**config.mk**
```make
export PLATFORM = sky130hd
export DESIGN_NAME = fpga_spi_reg_slave
export DESIGN_NICKNAME = d
export VERILOG_FILES = /design/src/rtl/fpga_spi_reg_slave.sv
export SDC_FILE = /design/constraint.sdc
export NUM_CORES = 1
export LEC_CHECK = 0
export ABC_CLOCK_PERIOD_IN_PS = 5850
export CAP_MARGIN = 0
export CORE_ASPECT_RATIO = 1.75
export CORE_UTILIZATION = 55
export DETAILED_ROUTE_END_ITERATION = 12
export DONT_BUFFER_PORTS = 1
export PLACE_DENSITY_LB_ADDON = 0.08
export REMOVE_ABC_BUFFERS = 1
export SYNTH_ARGS = -nofsm -noshare
export SYNTH_HDL_FRONTEND = slang
export SYNTH_SLANG_ARGS = --single-unit
```
**constraint.sdc**
```tcl
create_clock -name clk_i -period 5.85 [get_ports clk_i]
set_input_delay 1.755 -clock clk_i [delete_from_list [all_inputs] [get_ports clk_i]]
set_output_delay 1.755 -clock clk_i [all_outputs]
set_load 0.005 [all_outputs]
```
**src/rtl/fpga_spi_reg_slave.sv**
```systemverilog
// SPI mode-0 responder exposing a byte register file to an SPI master.
// Pins are oversampled in the clk_i domain; the fabric side gets a host port.
module fpga_spi_reg_slave #(
    parameter int         DEPTH       = 16,
    parameter int         SYNC_STAGES = 2,
    parameter logic [7:0] ID_BYTE     = 8'hA7,
    localparam int        AW          = $clog2(DEPTH)
) (
    input  logic          clk_i,
    input  logic          rst_i,
    input  logic          sck_i,
    input  logic          csn_i,
    input  logic          mosi_i,
    output logic          miso_o,
    output logic          miso_oe_o,
    output logic          busy_o,
    input  logic [AW-1:0] host_addr_i,
    input  logic          host_we_i,
    input  logic [7:0]    host_wdata_i,
    output logic [7:0]    host_rdata_o,
    output logic          spi_wr_o,
    output logic [AW-1:0] spi_addr_o
);

    typedef enum logic [2:0] {
        S_IDLE,
        S_CMD,
        S_ADDR,
        S_WDATA,
        S_RDATA,
        S_IDRD,
        S_IGNORE
    } state_e;

    logic [SYNC_STAGES-1:0] sck_sync_q;
    logic [SYNC_STAGES-1:0] csn_sync_q;
    logic [SYNC_STAGES-1:0] mosi_sync_q;
    logic                   sck_dly_q;
    logic                   csn_dly_q;
    logic                   armed_q;

    state_e        state_q;
    logic          wr_mode_q;
    logic [AW-1:0] ptr_q;
    logic [2:0]    bit_cnt_q;
    logic [7:0]    rx_sh_q;
    logic [7:0]    tx_sh_q;
    logic [7:0]    regs_q [DEPTH];

    logic       sck_s;
    logic       csn_s;
    logic       mosi_s;
    logic       sck_rise;
    logic       sck_fall;
    logic       csn_fall;
    logic [7:0] rx_byte;
    logic [7:0] tx_load;

    assign sck_s    = sck_sync_q[SYNC_STAGES-1];
    assign csn_s    = csn_sync_q[SYNC_STAGES-1];
    assign mosi_s   = mosi_sync_q[SYNC_STAGES-1];
    assign sck_rise = sck_s & ~sck_dly_q;
    assign sck_fall = ~sck_s & sck_dly_q;
    // csn_dly_q is only ever 1 from a real high csn, so a reset mid-frame
    // cannot fake a falling edge when the synchronizer refills.
    assign csn_fall = csn_dly_q & ~csn_s;
    assign rx_byte  = {rx_sh_q[6:0], mosi_s};

    assign host_rdata_o = regs_q[host_addr_i];

    always_comb begin
        tx_load = 8'h00;
        if (state_q == S_RDATA) begin
            tx_load = regs_q[ptr_q];
        end else if (state_q == S_IDRD) begin
            tx_load = ID_BYTE;
        end
    end

    always_ff @(posedge clk_i) begin
        if (rst_i) begin
            sck_sync_q  <= '0;
            csn_sync_q  <= '0;
            mosi_sync_q <= '0;
            sck_dly_q   <= 1'b0;
            csn_dly_q   <= 1'b0;
            armed_q     <= 1'b0;
            state_q     <= S_IDLE;
            wr_mode_q   <= 1'b0;
            ptr_q       <= '0;
            bit_cnt_q   <= 3'd0;
            rx_sh_q     <= 8'h00;
            tx_sh_q     <= 8'h00;
            miso_o      <= 1'b0;
            miso_oe_o   <= 1'b0;
            busy_o      <= 1'b0;
            spi_wr_o    <= 1'b0;
            spi_addr_o  <= '0;
            for (int i = 0; i < DEPTH; i++) begin
                regs_q[i] <= 8'h00;
            end
        end else begin
            sck_sync_q  <= {sck_sync_q[SYNC_STAGES-2:0], sck_i};
            csn_sync_q  <= {csn_sync_q[SYNC_STAGES-2:0], csn_i};
            mosi_sync_q <= {mosi_sync_q[SYNC_STAGES-2:0], mosi_i};
            sck_dly_q   <= sck_s;
            csn_dly_q   <= csn_s;
            busy_o      <= armed_q & ~csn_s;
            spi_wr_o    <= 1'b0;
            if (csn_s) begin
                armed_q <= 1'b1;
            end
            if (host_we_i) begin
                regs_q[host_addr_i] <= host_wdata_i;
            end
            if (csn_s) begin
                state_q   <= S_IDLE;
                bit_cnt_q <= 3'd0;
                miso_oe_o <= 1'b0;
            end else if (csn_fall) begin
                state_q   <= S_CMD;
                bit_cnt_q <= 3'd0;
                miso_oe_o <= 1'b1;
                tx_sh_q   <= 8'h00;
                miso_o    <= 1'b0;
            end else if (state_q != S_IDLE) begin
                if (sck_rise) begin
                    rx_sh_q   <= rx_byte;
                    bit_cnt_q <= bit_cnt_q + 3'd1;
                    if (bit_cnt_q == 3'd7) begin
                        unique case (state_q)
                            S_CMD: begin
                                unique case (rx_byte)
                                    8'h02: begin
                                        state_q   <= S_ADDR;
                                        wr_mode_q <= 1'b1;
                                    end
                                    8'h03: begin
                                        state_q   <= S_ADDR;
                                        wr_mode_q <= 1'b0;
                                    end
                                    8'h9F:   state_q <= S_IDRD;
                                    default: state_q <= S_IGNORE;
                                endcase
                            end
                            S_ADDR: begin
                                ptr_q   <= rx_byte[AW-1:0];
                                state_q <= wr_mode_q ? S_WDATA : S_RDATA;
                            end
                            S_WDATA: begin
                                // Placed after the host write so SPI wins a collision.
                                regs_q[ptr_q] <= rx_byte;
                                spi_wr_o      <= 1'b1;
                                spi_addr_o    <= ptr_q;
                                ptr_q         <= ptr_q + AW'(1);
                            end
                            S_RDATA: ptr_q <= ptr_q + AW'(1);
                            default: ;
                        endcase
                    end
                end else if (sck_fall) begin
                    if (bit_cnt_q == 3'd0) begin
                        tx_sh_q <= tx_load;
                        miso_o  <= tx_load[7];
                    end else begin
                        tx_sh_q <= {tx_sh_q[6:0], 1'b0};
                        miso_o  <= tx_sh_q[6];
                    end
                end
            end
        end
    end

endmodule
```
# ---- After elaboration in Yosys (flattened, before gate mapping)
# Memory sizes are Yosys's and may differ from the RTL's. A register that Yosys moved wholly into a read port is not among the register bits.
# Cells that the tools add are included.
# Widths: inputs -> output; s select.
dict set report classes {
  bitwise_logic 8
  add_sub_neg 2
  eq_ne 10
  n_reduce_logical 24
  muxes 42
}
# cell n
set ops {}
lappend ops {{$mux 7} 5}
lappend ops {{$mux 8} 4}
lappend ops {{$mux 1} 24}
lappend ops {{$eq 8x2->1 const B} 2}
lappend ops {{$mux 4} 4}
lappend ops {{$reduce_and 4->1} 4}
lappend ops {{$reduce_or 8->1} 2}
lappend ops {{$reduce_bool 2->1} 7}
lappend ops {{$pmux 3 s2} 2}
lappend ops {{$reduce_and 6->1} 2}
lappend ops {{$eq 3x3->1 const B} 3}
lappend ops {{$eq 8x8->1 const B} 1}
lappend ops {{$pmux 4 s2} 1}
lappend ops {{$reduce_and 7->1} 1}
lappend ops {{$eq 3x2->1 const B} 2}
lappend ops {{$reduce_bool 3->1} 2}
lappend ops {{$reduce_or 2->1} 3}
lappend ops {{$add 4x1->4 const B} 1}
lappend ops {{$and 1x1->1} 4}
lappend ops {{$not 1->1} 4}
lappend ops {{$add 3x1->3 const B} 1}
lappend ops {{$eq 3x1->1 const B} 1}
lappend ops {{$logic_not 3->1} 1}
lappend ops {{$mux 3} 1}
lappend ops {{other kinds (4)} 4}
dict set report word_totals {
  register_bits 42
  word_cells 105
  mem_count 1
  mem_bits_rw 128
}
# name depth width rd rd_clocked_by_memory_dff write_ports line_no
set mem_list {}
lappend mem_list {regs_q 16 8 2 1 16 48} ;# logic [7:0] regs_q [DEPTH];

# ---- Logic depth before layout (Yosys ltp)
dict set report logic_depth {
  word_depth 11
  depth_mapped 8
}

# ---- Worst setup path after synthesis
# OpenSTA, ideal clock, no wires.
dict set report synth_path {
  path_kind {in2out}
  start {in host_addr_i[0]}
  end {out host_rdata_o[1]}
  path_buffers 2
  cell_stages 4
  slack_ns 0.866
  arrival_ns 3.229
  path_cell_list {buf_2 -> buf_2 -> mux4_2 -> mux4_2}
}
dict set report synth_via {
  elab_chain_len 1
}
# item line_no
set synth_lines {}
lappend synth_lines {{start, declared} 17} ;# input logic [AW-1:0] host_addr_i,
lappend synth_lines {{$mem_v2 16x8} n/a}
lappend synth_lines {{end, declared} 20} ;# output logic [7:0] host_rdata_o,
# No other way between the ends.

# ---- Final worst setup path
dict set report layout_path {
  start {in host_addr_i[0]}
  end {out host_rdata_o[0]}
}
# The elaborated chain is that of the path after synthesis.

==> run summary <==
Reg-to-reg startpoint: state_q[0]
Hold Path Stages: 1
Io pins: 34
Die Span X: 106 µm
Final core occ: 0.597
Outcome: finished, final reports clean
Hold Path Origin: sck_sync_q[0]
Clock tree buffer depth: 2
# resized after CTS: 0
Synth Cell Area: 0.0104 mm²
H-tree depth: 4
P_leak: 3.59 nW
Sequential cell area: 0.00477 mm²
Setup Viol. Count Final: 0
Inserted Clock Buffers: 17
Worst setup path class: in2out
Endpoints failing hold: 0
Worst EP arrival: 2840 ps
Die footprint: 0.0196 mm²
Layout fillers: 1521
Design Area, Final: 0.0111 mm²
Worst hold endpoint: sck_sync_q[1]
CP Capture Type: output pin
Seq/Total Area, Yosys: 0.456
Worst slew margin: 0.340
Area Growth Syn to Fin: 6.16%
Max Freq: 218 MHz
Grt total ovfl: 0
Drt wl/cell: 29.3 µm
Die Height: 184 µm
Pwr/cell area: 243 mW/mm²
Worst Clk Skew: 12.1 ps
WL final: 31.7 mm
Worst vdd ir: 0.000188 V
Sink Count: 174
CP Cell Sequence: mux4_2 > mux4_2
Port Buffers: 0
Count leader, synth: mux2i_1
Synth top area share: 0.368
Placed cell areas: 0.0105 mm²
Reg2Reg Depth: 4
Via density: 6.86
Diodes inserted: 0
Area occupied by multi-input gates: 0.00528 mm²
Crit path launch type: input port
Slowest CP cell: mux4_2
Critical path buffer and inverter count: 0
Worst skew pair latency: 440 ps
Setup slack after layout: 1250 ps
XOR/XNOR Fraction of Synth Area: 0.00168
Pre-CTS WS: 1280 ps
RSZ-0062 raised after global routing: no
Fin. max-slew vios: 0
Setup bufs post-CTS: 0
Crit path time final: 4600 ps
Final HPWL DP: 23.6 mm
Synth cell types: 63
Warnings from Yosys: 0
Post-synth EDFFs: 128
CP peak stage delay: 560 ps
Final net count: 857
Hold Buf Count CTS: 0
Synth area leader: edfxtp_1
CP max FO: 36
Dpl cells: 1051
Final Wtd Congestion: 0.905
Post-Synthesis Cells: 873
Max-Cap Viols: 0
Clock Tree Root: clkbuf_16
Simple-gate share of the synthesized area: 0.157
Gr usage total: 0.339
Non-filler cells in the finished layout: 1083
Num rows: 66
Post-DRT Antenna Nets: 0
Worst path top cell family by delay: multiplexers
Compound-Gate Fraction of Synth Area: 0.0419
Syn Area/Cell: 12.0 µm²
Residual DRC: 0
Core Area: 0.0186 mm²
Layout cells sized above 1: 0.172
Largest net degree at the start of global routing: 59
Synth top cells by count: mux2i_1, nand2_1, edfxtp_1
Vias post-DR: 7425
CP dominant cell by count: mux4_2
RR Endpoint: regs_q[2][3]
Flop2flop setup slack: 2750 ps
Multiplexer share of the synthesized area: 0.296
First-pass GRT wire length: 46.9 mm
Critical Path RT: 4090 ps
Tcrit/Tclk final: 0.786
Worst Tran Pin Value: 986 ps
Final TNS setup: 0 ps
Largest cells by area after synthesis: edfxtp_1, mux2i_1, mux4_2
Starting Density: 0.562
CTS tree: done
Initial drt markers: 727
Largest family of logic cells by synthesized area: multiplexers
Number of global-route vias before repair: 7498
Clock slew seen by the registers of the worst setup and hold paths: 60 ps
Post-synth top flop: edfxtp_1
Pre-Repair DR Iteration Count: 8
Initial antenna violation count: 0
FFs w/ async S/R, synth: 0
Post-Synth Adder-Cell Area: 0.00839
Min-Delay Path Class: reg2reg
Seq cells post-synth: 174
-- worst max path at each step --
stage,startpoint,end,cells after the start
floorplan,host_addr_i[0],host_rdata_o[0],2
global placement,host_addr_i[0],host_rdata_o[0],2
detailed placement,host_addr_i[0],host_rdata_o[0],2
CTS,host_addr_i[0],host_rdata_o[0],2
global route,host_addr_i[0],host_rdata_o[0],2
finish,host_addr_i[0],host_rdata_o[0],2
-- sequential cells by signal, summed over array words and instances, names as in the netlist, 2 cells and up, named ones only --
register / cells
regs_q: 128
rx_sh_q: 7
tx_sh_q: 7
ptr_q: 4
spi_addr_o: 4
bit_cnt_q: 3
state_q: 3
csn_sync_q: 2
mosi_sync_q: 2
sck_sync_q: 2
-- layout make-up --
type | instances | area share
Multi-Input combinational cell | 606 | 0.476
Tap cell | 238 | 0.0269
Clock buffer | 22 | 0.0448
Inverter | 19 | 0.00643
Timing Repair Buffer | 14 | 0.00948
Sequential cell | 174 | 0.430
Clock inverter | 10 | 0.00655
-- cells in the final DEF, fill, tap and decap left out, types with 5 or more instances in the layout --
cell type	n
mux2i_1	164
nand2_1	136
edfxtp_1	128
mux4_2	64
dfxtp_1	45
nor2_1	38
inv_1	18
or3_1	18
clkbuf_16	18
nor2b_1	14
buf_4	14
nor2_4	12
o21ai_0	11
nand3_1	11
nand2b_1	7
a22oi_1	7
nand4_1	7
nor3_1	7
a31oi_1	7
a21oi_1	7
ha_1	7
a2111oi_0	6
a211oi_1	6
and2_1	5
nor3b_1	5
-- where the power goes --
part           internal (W)  switching (W)  total [W]
clock network      0.000610       0.000505    0.00111
registers           0.00138      0.0000455    0.00143
logic             0.0000813      0.0000687   0.000150
total               0.00207       0.000620    0.00269
-- layer usage --
| metal | global-route usage | vias to the layer above | wire length (µm) |
|---|---|---|---|
| li1 | - | 3196 | - |
| met2 | 0.625 | 409 | 17300 |
| met5 | 0 | - | 0 |
| met3 | 0.0559 | 129 | 1940 |
| met1 | 0.351 | 3691 | 10400 |
| met4 | 0.218 | 0 | 2140 |
-- kinds of logic after synthesis --
| family | after synthesis |
|---|---|
| and+or+nand+nor | 308 |
| AOI/OAI and AO/OA | 60 |
| muxes | 229 |
| DFF | 174 |
| adders and majority gates | 7 |
| xor gates and xnor gates | 2 |
| buffers and inverters | 93 |
-- through the flow --
step / total power, W / hold WS, ps
after floorplan: 0.00154 / 414
after global placement: 0.00159 / 431
after detailed placement: 0.00160 / 426
after CTS: 0.00269 / 448
after global routing: 0.00276 / 470
final: 0.00269 / 446
No activity file was read; power rests on OpenSTA's default activity.
